<file path="config.mk">
export PLATFORM = sky130hd
export DESIGN_NAME = spi_packet_rx_flat
export DESIGN_NICKNAME = d
export VERILOG_FILES = /design/src/rtl/spi_packet_rx_if.sv /design/src/rtl/spi_packet_rx.sv /design/src/flat_wrapper.sv
export SDC_FILE = /design/constraint.sdc
export NUM_CORES = 1
export LEC_CHECK = 0
export CELL_PAD_IN_SITES_DETAIL_PLACEMENT = 1
export CELL_PAD_IN_SITES_GLOBAL_PLACEMENT = 1
export CORE_MARGIN = 2
export CORE_UTILIZATION = 39
export CTS_CLUSTER_SIZE = 10
export DETAILED_ROUTE_END_ITERATION = 8
export PLACE_DENSITY_LB_ADDON = 0.15
export SETUP_SLACK_MARGIN = 0.3
export SYNTH_ARGS = -nofsm -noshare
export SYNTH_HDL_FRONTEND = slang
export SYNTH_SLANG_ARGS = --single-unit
</file>
<file path="constraint.sdc">
create_clock -name clk -period 1.4 [get_ports clk]
set_input_delay 0.28 -clock clk [delete_from_list [all_inputs] [get_ports clk]]
set_output_delay 0.28 -clock clk [all_outputs]
set_load 0.01 [all_outputs]
</file>
<file path="src/rtl/spi_packet_rx_if.sv">
// SPI pin group and decoded grid-write outputs of the SPI packet receiver.
// The slave modport is the receiver's view; the master modport is the MCU/consumer side.
interface spi_packet_rx_if #(
  parameter int ADDR_W = 10,
  parameter int DATA_W = 6
);
  logic              sck;
  logic              sdi;
  logic              cs;
  logic [ADDR_W-1:0] waddr;
  logic [DATA_W-1:0] wdata;
  logic              pkt_valid;
  logic              frame_err;
  logic [7:0]        err_count;

  modport master (
    output sck, sdi, cs,
    input  waddr, wdata, pkt_valid, frame_err, err_count
  );

  modport slave (
    input  sck, sdi, cs,
    output waddr, wdata, pkt_valid, frame_err, err_count
  );
endinterface

</file>
<file path="src/rtl/spi_packet_rx.sv">
// SPI mode-0 slave receiver: one fixed-length MSB-first packet per CS window,
// split into a grid address and cell value, with framing-error detection.
module spi_packet_rx #(
  parameter int ADDR_W = 10,
  parameter int DATA_W = 6
) (
  input  logic             clk,
  input  logic             reset,
  spi_packet_rx_if.slave   bus
);

  localparam int PKT   = ADDR_W + DATA_W;
  localparam int CNT_W = $clog2(PKT + 2);

  localparam logic [CNT_W-1:0] CNT_FULL = CNT_W'(PKT);
  localparam logic [CNT_W-1:0] CNT_SAT  = CNT_W'(PKT + 1);

  typedef enum logic [1:0] {
    ST_IDLE  = 2'd0,
    ST_SHIFT = 2'd1,
    ST_DONE  = 2'd2
  } state_t;

  state_t            state_r;
  state_t            state_nxt_s;

  logic              sck_meta_r;
  logic              sck_s_r;
  logic              sck_prev_r;
  logic              sdi_meta_r;
  logic              sdi_s_r;
  logic              cs_meta_r;
  logic              cs_s_r;
  logic              cs_al_r;
  logic              sck_rise_s;

  logic              clear_s;
  logic              shift_s;
  logic              load_s;
  logic              fault_s;

  logic [PKT-1:0]    shreg_r;
  logic [CNT_W-1:0]  bit_cnt_r;
  logic [ADDR_W-1:0] waddr_r;
  logic [DATA_W-1:0] wdata_r;
  logic              pkt_valid_r;
  logic              frame_err_r;
  logic [7:0]        err_count_r;

  // Two-flop synchronisers; cs gets one extra stage so it lines up with the
  // sck edge detector (an edge arriving with the cs fall is still accepted).
  always_ff @(posedge clk or negedge reset) begin
    if (!reset) begin
      sck_meta_r <= 1'b0;
      sck_s_r    <= 1'b0;
      sck_prev_r <= 1'b0;
      sdi_meta_r <= 1'b0;
      sdi_s_r    <= 1'b0;
      cs_meta_r  <= 1'b0;
      cs_s_r     <= 1'b0;
      cs_al_r    <= 1'b0;
    end else begin
      sck_meta_r <= bus.sck;
      sck_s_r    <= sck_meta_r;
      sck_prev_r <= sck_s_r;
      sdi_meta_r <= bus.sdi;
      sdi_s_r    <= sdi_meta_r;
      cs_meta_r  <= bus.cs;
      cs_s_r     <= cs_meta_r;
      cs_al_r    <= cs_s_r;
    end
  end

  // Rising-edge detect on synchronised sck.
  always_comb begin
    sck_rise_s = sck_s_r & ~sck_prev_r;
  end

  // FSM state register.
  always_ff @(posedge clk or negedge reset) begin
    if (!reset) begin
      state_r <= ST_IDLE;
    end else begin
      state_r <= state_nxt_s;
    end
  end

  // FSM next-state logic.
  always_comb begin
    state_nxt_s = state_r;
    case (state_r)
      ST_IDLE: begin
        if (cs_al_r) begin
          state_nxt_s = ST_SHIFT;
        end else begin
          state_nxt_s = ST_IDLE;
        end
      end
      ST_SHIFT: begin
        if (!cs_al_r) begin
          state_nxt_s = ST_DONE;
        end else begin
          state_nxt_s = ST_SHIFT;
        end
      end
      ST_DONE: begin
        state_nxt_s = ST_IDLE;
      end
      default: begin
        state_nxt_s = ST_IDLE;
      end
    endcase
  end

  // FSM output decode: datapath strobes. Holding the shifter clear in IDLE
  // guarantees every packet starts from zero.
  always_comb begin
    clear_s = 1'b0;
    shift_s = 1'b0;
    load_s  = 1'b0;
    fault_s = 1'b0;
    case (state_r)
      ST_IDLE: begin
        clear_s = 1'b1;
      end
      ST_SHIFT: begin
        shift_s = sck_rise_s;
      end
      ST_DONE: begin
        if (bit_cnt_r == CNT_FULL) begin
          load_s = 1'b1;
        end else begin
          fault_s = 1'b1;
        end
      end
      default: begin
        clear_s = 1'b1;
      end
    endcase
  end

  // Shift register and saturating bit counter.
  always_ff @(posedge clk or negedge reset) begin
    if (!reset) begin
      shreg_r   <= {PKT{1'b0}};
      bit_cnt_r <= {CNT_W{1'b0}};
    end else if (clear_s) begin
      shreg_r   <= {PKT{1'b0}};
      bit_cnt_r <= {CNT_W{1'b0}};
    end else if (shift_s) begin
      shreg_r <= {shreg_r[PKT-2:0], sdi_s_r};
      if (bit_cnt_r != CNT_SAT) begin
        bit_cnt_r <= bit_cnt_r + CNT_W'(1);
      end else begin
        bit_cnt_r <= bit_cnt_r;
      end
    end else begin
      shreg_r   <= shreg_r;
      bit_cnt_r <= bit_cnt_r;
    end
  end

  // Registered packet outputs, one-cycle pulses and saturating error count.
  always_ff @(posedge clk or negedge reset) begin
    if (!reset) begin
      waddr_r     <= {ADDR_W{1'b0}};
      wdata_r     <= {DATA_W{1'b0}};
      pkt_valid_r <= 1'b0;
      frame_err_r <= 1'b0;
      err_count_r <= 8'd0;
    end else begin
      pkt_valid_r <= load_s;
      frame_err_r <= fault_s;
      if (load_s) begin
        waddr_r <= shreg_r[PKT-1:DATA_W];
        wdata_r <= shreg_r[DATA_W-1:0];
      end else begin
        waddr_r <= waddr_r;
        wdata_r <= wdata_r;
      end
      if (fault_s && (err_count_r != 8'hFF)) begin
        err_count_r <= err_count_r + 8'd1;
      end else begin
        err_count_r <= err_count_r;
      end
    end
  end

  assign bus.waddr     = waddr_r;
  assign bus.wdata     = wdata_r;
  assign bus.pkt_valid = pkt_valid_r;
  assign bus.frame_err = frame_err_r;
  assign bus.err_count = err_count_r;

endmodule

</file>
<file path="src/flat_wrapper.sv">
// flat-port wrapper written by rule: the top's interface ports become plain ports
module spi_packet_rx_flat 
#(
  parameter int ADDR_W = 10,
  parameter int DATA_W = 6
)
  (clk, reset, bus_sck, bus_sdi, bus_cs, bus_waddr, bus_wdata, bus_pkt_valid, bus_frame_err, bus_err_count);
  spi_packet_rx_if #(.ADDR_W(ADDR_W), .DATA_W(DATA_W)) bus_i ();
  input  logic clk;
  input  logic reset;
  input wire logic [$bits(bus_i.sck)-1:0] bus_sck;
  input wire logic [$bits(bus_i.sdi)-1:0] bus_sdi;
  input wire logic [$bits(bus_i.cs)-1:0] bus_cs;
  output wire logic [$bits(bus_i.waddr)-1:0] bus_waddr;
  output wire logic [$bits(bus_i.wdata)-1:0] bus_wdata;
  output wire logic [$bits(bus_i.pkt_valid)-1:0] bus_pkt_valid;
  output wire logic [$bits(bus_i.frame_err)-1:0] bus_frame_err;
  output wire logic [$bits(bus_i.err_count)-1:0] bus_err_count;
  assign bus_i.sck = bus_sck;
  assign bus_i.sdi = bus_sdi;
  assign bus_i.cs = bus_cs;
  assign bus_waddr = bus_i.waddr;
  assign bus_wdata = bus_i.wdata;
  assign bus_pkt_valid = bus_i.pkt_valid;
  assign bus_frame_err = bus_i.frame_err;
  assign bus_err_count = bus_i.err_count;
  spi_packet_rx #(.ADDR_W(ADDR_W), .DATA_W(DATA_W)) u_core (.clk(clk), .reset(reset), .bus(bus_i));
endmodule
</file>
Word-level counts from Yosys, hierarchy flattened
Index checks and enable logic that the tools add are counted.
{ "op_classes": {"reduce_logical": 4, "n_eq_ne": 7, "addsub": 2, "bitwise": 2, "muxes": 13} }
{ "ops": {"columns": ["operator", "count"], "rows": [
  ["$mux W16", 2],
  ["$mux W5", 3],
  ["$add A8 B1 Y8 const B", 1],
  ["$ne A8 B8 Y1 const B", 1],
  ["$mux W1", 6],
  ["$add A5 B1 Y5 const B", 1],
  ["$eq A5 B5 Y1 const B", 1],
  ["$ne A5 B5 Y1 const B", 1],
  ["$ne A2 B1 Y1 const B", 2],
  ["$pmux W2 S2", 1],
  ["$eq A2 B1 Y1 const B", 1],
  ["$eq A2 B2 Y1 const B", 1],
  ["$logic_not A2 Y1", 1],
  ["$mux W2", 1],
  ["$reduce_and A2 Y1", 1],
  ["$reduce_or A2 Y1", 1],
  ["$and A1 B1 Y1", 1],
  ["$logic_and A1 B1 Y1", 1],
  ["$not A1 Y1", 1]
]} }
{ "word_totals": {"output_inout_bits": 26, "input_bits": 5, "regBits": 57, "elab_cells": 44} }

Depth between registers and ports, before layout
{ "logic_depth": {"word_depth": 5, "ltp_mapped": 8, "mapped_depth_nobuf": 6} }

Worst setup path after synthesis
Ideal clock, no wire load.
{ "synth_timing": {"path_kind": "register to register", "from": "register u_core.state_r[0]", "to": "register u_core.err_count_r[6], in the netlist u_core.bus.err_count[6]", "period_less_slack_ns": 1.544, "setup_ns": 0.125, "arrival_ns": 1.420, "n_path_buf": 0, "path_stages_with_launch": 6, "slack_ns": -0.144, "required_time_ns": 1.275, "path_cell_list": "dfrtp_1 -> inv_1 -> ha_1 -> a21bo_2 -> nor3_1 -> mux2_2"} }
{ "synth_via": {"elab_chain_cells": 3} }
{ "synth_lines": {"columns": ["element", "line_no", "source"], "rows": [
  ["start, declared", "spi_packet_rx.sv:24", "state_t state_r;"],
  ["start signal, assigned", "spi_packet_rx.sv:84", "state_r <= state_nxt_s;"],
  ["$eq A2 B2 Y1", "spi_packet_rx.sv:122", "case (state_r)"],
  ["$mux W1", "spi_packet_rx.sv:122", null],
  ["$logic_and A1 B1 Y1", "spi_packet_rx.sv:181", "if (fault_s && (err_count_r != 8'hFF)) begin"],
  ["end signal, assigned", "spi_packet_rx.sv:182", "err_count_r <= err_count_r + 8'd1;"],
  ["end signal, assigned", "spi_packet_rx.sv:184", "err_count_r <= err_count_r;"],
  ["end, declared", "spi_packet_rx.sv:48", "logic [7:0] err_count_r;"]
]} }
Every way passes these cells.
A chain may end at the register's enable or synchronous reset.

Worst setup path after layout
{ "layout_timing": {"from": "register u_core.state_r[0]", "to": "register u_core.err_count_r[4], in the netlist u_core.bus.err_count[4]"} }
Same word-level chain as after synthesis.

==> impl_metrics.csv <==
group,metric,value,unit
outcome,outcome,"complete, but fails checks",
outcome,failing_checks,"negative setup slack",
placed_design,finalWeightedCongestion,0.764,
clocking,cts_tree,"done",
floorplanning,die-area,6690,sq um
detailed_routing,finalWirelength,6830,um
logic_synthesis,leading_cell_types_by_count_after_synthesis,"sky130_fd_sc_hd__dfrtp_1 (57), sky130_fd_sc_hd__nand2_1 (40), sky130_fd_sc_hd__nand3_1 (21)",
detailed_routing,route.detailed.vias_per_inst,4.94,
logic_synthesis,seq_area_frac_synth,60.4,%
final_layout,count_of_filler_cells_inserted_in_the_layout,571,
logic_synthesis,synth_top_cell_area_share,60.4,%
clocking,path_clk_slew,0.07,ns
detailed_routing,routed-via-count,1824,
timing,finClkSkew,0.00793,ns
clocking,cts_buffers,9,
timing,timing.final.hold_violations,0,
timing,final.min_clock_period,1.58,ns
global_routing,overflow,0,
final_layout,inserted_diodes,0,
final_layout,drive_above_1_share,63.9,%
detailed_routing,drtAntennaViolNets,0,
setup_path,worstSetupStartpointType,"flip-flop",
floorplanning,fp.dieW,81.8,um
setup_path,rr_startpoint,"u_core.state_r[0]",
setup_path,worstPathMaxFanout,5,
floorplanning,die_extent_in_y,81.8,um
logic_synthesis,post_synth_fa_ha_maj_area_fraction,3.71,%
setup_path,critPathCaptureType,"flip-flop",
global_routing,global_route.usage.total,20.1,%
detailed_routing,detail_route.iter0.violations,92,
logic_synthesis,post_synth_mux_area_share,12.3,%
floorplanning,initial_utilization,40.1,%
global_routing,antenna_found_initial,0,
setup_path,timing.critical_path.from,"u_core.state_r[0]",
logic_synthesis,count_of_state_elements_after_synthesis,57,
logic_synthesis,synth_top_family_by_area,"simple AND/OR/NAND/NOR gates",
timing,fmax,0.633,GHz
placed_design,dp_hpwl,3430,um
run,maxCapViolCount,0,
floorplanning,num_io_pins,31,
clocking,cts-root-buf,"sky130_fd_sc_hd__clkbuf_8",
final_layout,synthToLayoutAreaGrowth,64.6,%
timing,tightest_pin_transition,0.306,ns
logic_synthesis,post_synth_instance_area,2360,sq um
logic_synthesis,synth-xor-area-share,1.11,%
power,leakage,1.93,nW
clocking,htree_levels,3,
placed_design,dpl_worst_slack,-0.238,ns
clocking,worst_skew_pair.late_latency,0.33,ns
floorplanning,core_region_area,5890,sq um
logic_synthesis,number_of_enable_flip_flop_cells_after_synthesis,0,
clocking,cts.sink_count,57,
logic_synthesis,synthTopCellsByArea,"sky130_fd_sc_hd__dfrtp_1 (60%), sky130_fd_sc_hd__nand2_1 (6.4%), sky130_fd_sc_hd__mux2_4 (5.7%), sky130_fd_sc_hd__mux2_2 (5.7%), sky130_fd_sc_hd__nand3_1 (4.5%)",
global_routing,global_route_wire_length_before_repair,9860,um
detailed_routing,drtPass1Iterations,4,
worst_hold_path,hold_path_class,"flip-flop to flip-flop",
setup_path,timing.critical_path.arrival,1.79,ns
setup_path,timing.setup.critical_path_class,"flip-flop to flip-flop",
logic_synthesis,post_synthesis_cells,194,
timing,final.setup.worst_slack,-0.179,ns
power,post-layout-total-power,0.00536,W
floorplanning,num_rows,28,
logic_synthesis,synth_flop_cell,"sky130_fd_sc_hd__dfrtp_1",
logic_synthesis,syn_warnings,0,
timing,unrepaired_setup_endpoints_after_global_routing,"yes",
logic_synthesis,syn_avg_cell_area,12.2,sq um
final_layout,design.final.nets,301,
logic_synthesis,netlist-cell-type-count,33,
global_routing,grt_max_degree,58,
logic_synthesis,post-synth-top-count-cell,"sky130_fd_sc_hd__dfrtp_1",
logic_synthesis,netlist.top_cell.by_area,"sky130_fd_sc_hd__dfrtp_1",
detailed_routing,remaining_drc_errors,0,
timing,setup-violations-final,45,
detailed_routing,wirelength_per_cell,18.5,um
logic_synthesis,synth_fp_nets,206,
worst_hold_path,hold_path_startpoint,"u_core.cs_s_r",
clocking,clk_path_buf_depth,2,
logic_synthesis,synth_simple_gate_area_share,15.5,%
logic_synthesis,async_flop_share,100,%
global_routing,first_global_vias,1999,
power,vdd_ir_drop_max,1.50,mV
power,power-per-cell-area,1380,nW/um^2
timing,drv_slew,0,
timing,final.period_utilization,113,%
placed_design,placement.io_buffers,30,
timing,slew-limit-headroom,79.6,%
setup_path,required,1.61,ns
logic_synthesis,synth_compound_area_share,3.76,%
==> flip-flops by register name (all words and copies together) (netlist names), 2 cells and up <==
name	count
u_core.bus.err_count	8
u_core.bus.waddr	10
u_core.state_r	2
u_core.bit_cnt_r	5
u_core.shreg_r	16
u_core.bus.wdata	6
==> layout make-up <==
| type | count | area [sq um] | share of cell area, % |
|---|---|---|---|
| Clock buffer | 11 | 151 | 3.90 |
| Clock inverter | 5 | 125 | 3.22 |
| Inverter | 6 | 25.0 | 0.644 |
| Multi-Input combinational cell | 124 | 1230 | 31.6 |
| Sequential cell | 57 | 1430 | 36.8 |
| Tap cell | 75 | 93.8 | 2.42 |
| Timing Repair Buffer | 91 | 833 | 21.4 |
==> critical path, stage by stage (launching register included) <==
cell                      delay, ns
sky130_fd_sc_hd__dfrtp_1       0.40
sky130_fd_sc_hd__inv_2         0.09
sky130_fd_sc_hd__ha_4          0.16
sky130_fd_sc_hd__a21bo_4       0.28
sky130_fd_sc_hd__buf_12        0.14
sky130_fd_sc_hd__nor2_4        0.08
sky130_fd_sc_hd__mux2_4        0.31
==> logic make-up (layout without fill, tap and decap cells) <==
kind of cell / count (synthesis) / after routing
and+or+nand+nor: 79 / 79
buffers and inverters: 13 / 113
xor gates and xnor gates: 3 / 3
muxes: 23 / 23
DFF: 57 / 57
AOI/OAI and AO/OA: 12 / 12
adders and majority gates: 7 / 7
==> per-layer routing <==
metal / track usage [%] / wire length (um)
met5: 0 / 0
met4: 7.00 / 108
met3: 6.15 / 232
met2: 34.1 / 3700
met1: 24.1 / 2780
==> metrics by stage <==
stage	instance area [sq um]	hold WS, ns	cells	utilization [%]	TNS, ns
3_3_place_gp	2920	0.301	312	49.7	-2.80
4_1_cts	3550	0.352	352	60.3	-3.68
3_5_place_dp	2920	0.307	312	49.7	-6.08
2_1_floorplan	2400	-0.0156	194	-	-1.10
6_report	3880	0.350	369	66.0	-4.57
5_1_grt	3880	0.362	369	66.0	-7.58
==> repair_timing <==
| item | CTS | global route |
|---|---|---|
| endpoints found under the setup margin | 74 | 74 |
| hold endpoints to repair | 57 | 0 |
| cloned | 1 | 2 |
| buffers inserted | 22 | 15 |
| hold buffers | 1 | 0 |
| pin swaps | 31 | 23 |
| resized for setup | 173 | 37 |
==> placed cells by master (no fill, tap or decap), types with 4 or more instances in the layout <==
| master | n |
|---|---|
| sky130_fd_sc_hd__nand2_1 | 26 |
| sky130_fd_sc_hd__buf_2 | 22 |
| sky130_fd_sc_hd__mux2_4 | 15 |
| sky130_fd_sc_hd__nand3_2 | 16 |
| sky130_fd_sc_hd__clkbuf_8 | 11 |
| sky130_fd_sc_hd__mux2_2 | 6 |
| sky130_fd_sc_hd__dfrtp_1 | 54 |
| sky130_fd_sc_hd__bufinv_16 | 4 |
| sky130_fd_sc_hd__nand2_4 | 4 |
| sky130_fd_sc_hd__nand2_2 | 10 |
| sky130_fd_sc_hd__buf_12 | 5 |
| sky130_fd_sc_hd__buf_4 | 33 |
| sky130_fd_sc_hd__buf_6 | 24 |
==> final timing paths <==
check | to | slack (ns) | depth (start not counted)
worst max-delay path | u_core.bus.err_count[4] | -0.18 | 6
worst min-delay path | u_core.cs_al_r | 0.35 | 0
worst max register to register | u_core.bus.err_count[4] | -0.18 | 6
worst min register to register | u_core.cs_al_r | 0.35 | 0
max in group asynchronous | u_core.bus.err_count[0] | 0.64 | 3
min in group asynchronous | u_core.state_r[1] | 0.49 | 3
==> report_power, final <==
part / total (W) / switching (W) / internal [W]
combinational: 0.00134 / 0.000633 / 0.000705
clock: 0.00214 / 0.000681 / 0.00146
sequential: 0.00189 / 0.000123 / 0.00176
total: 0.00536 / 0.00144 / 0.00393
Power figures use the tool's default switching activity.
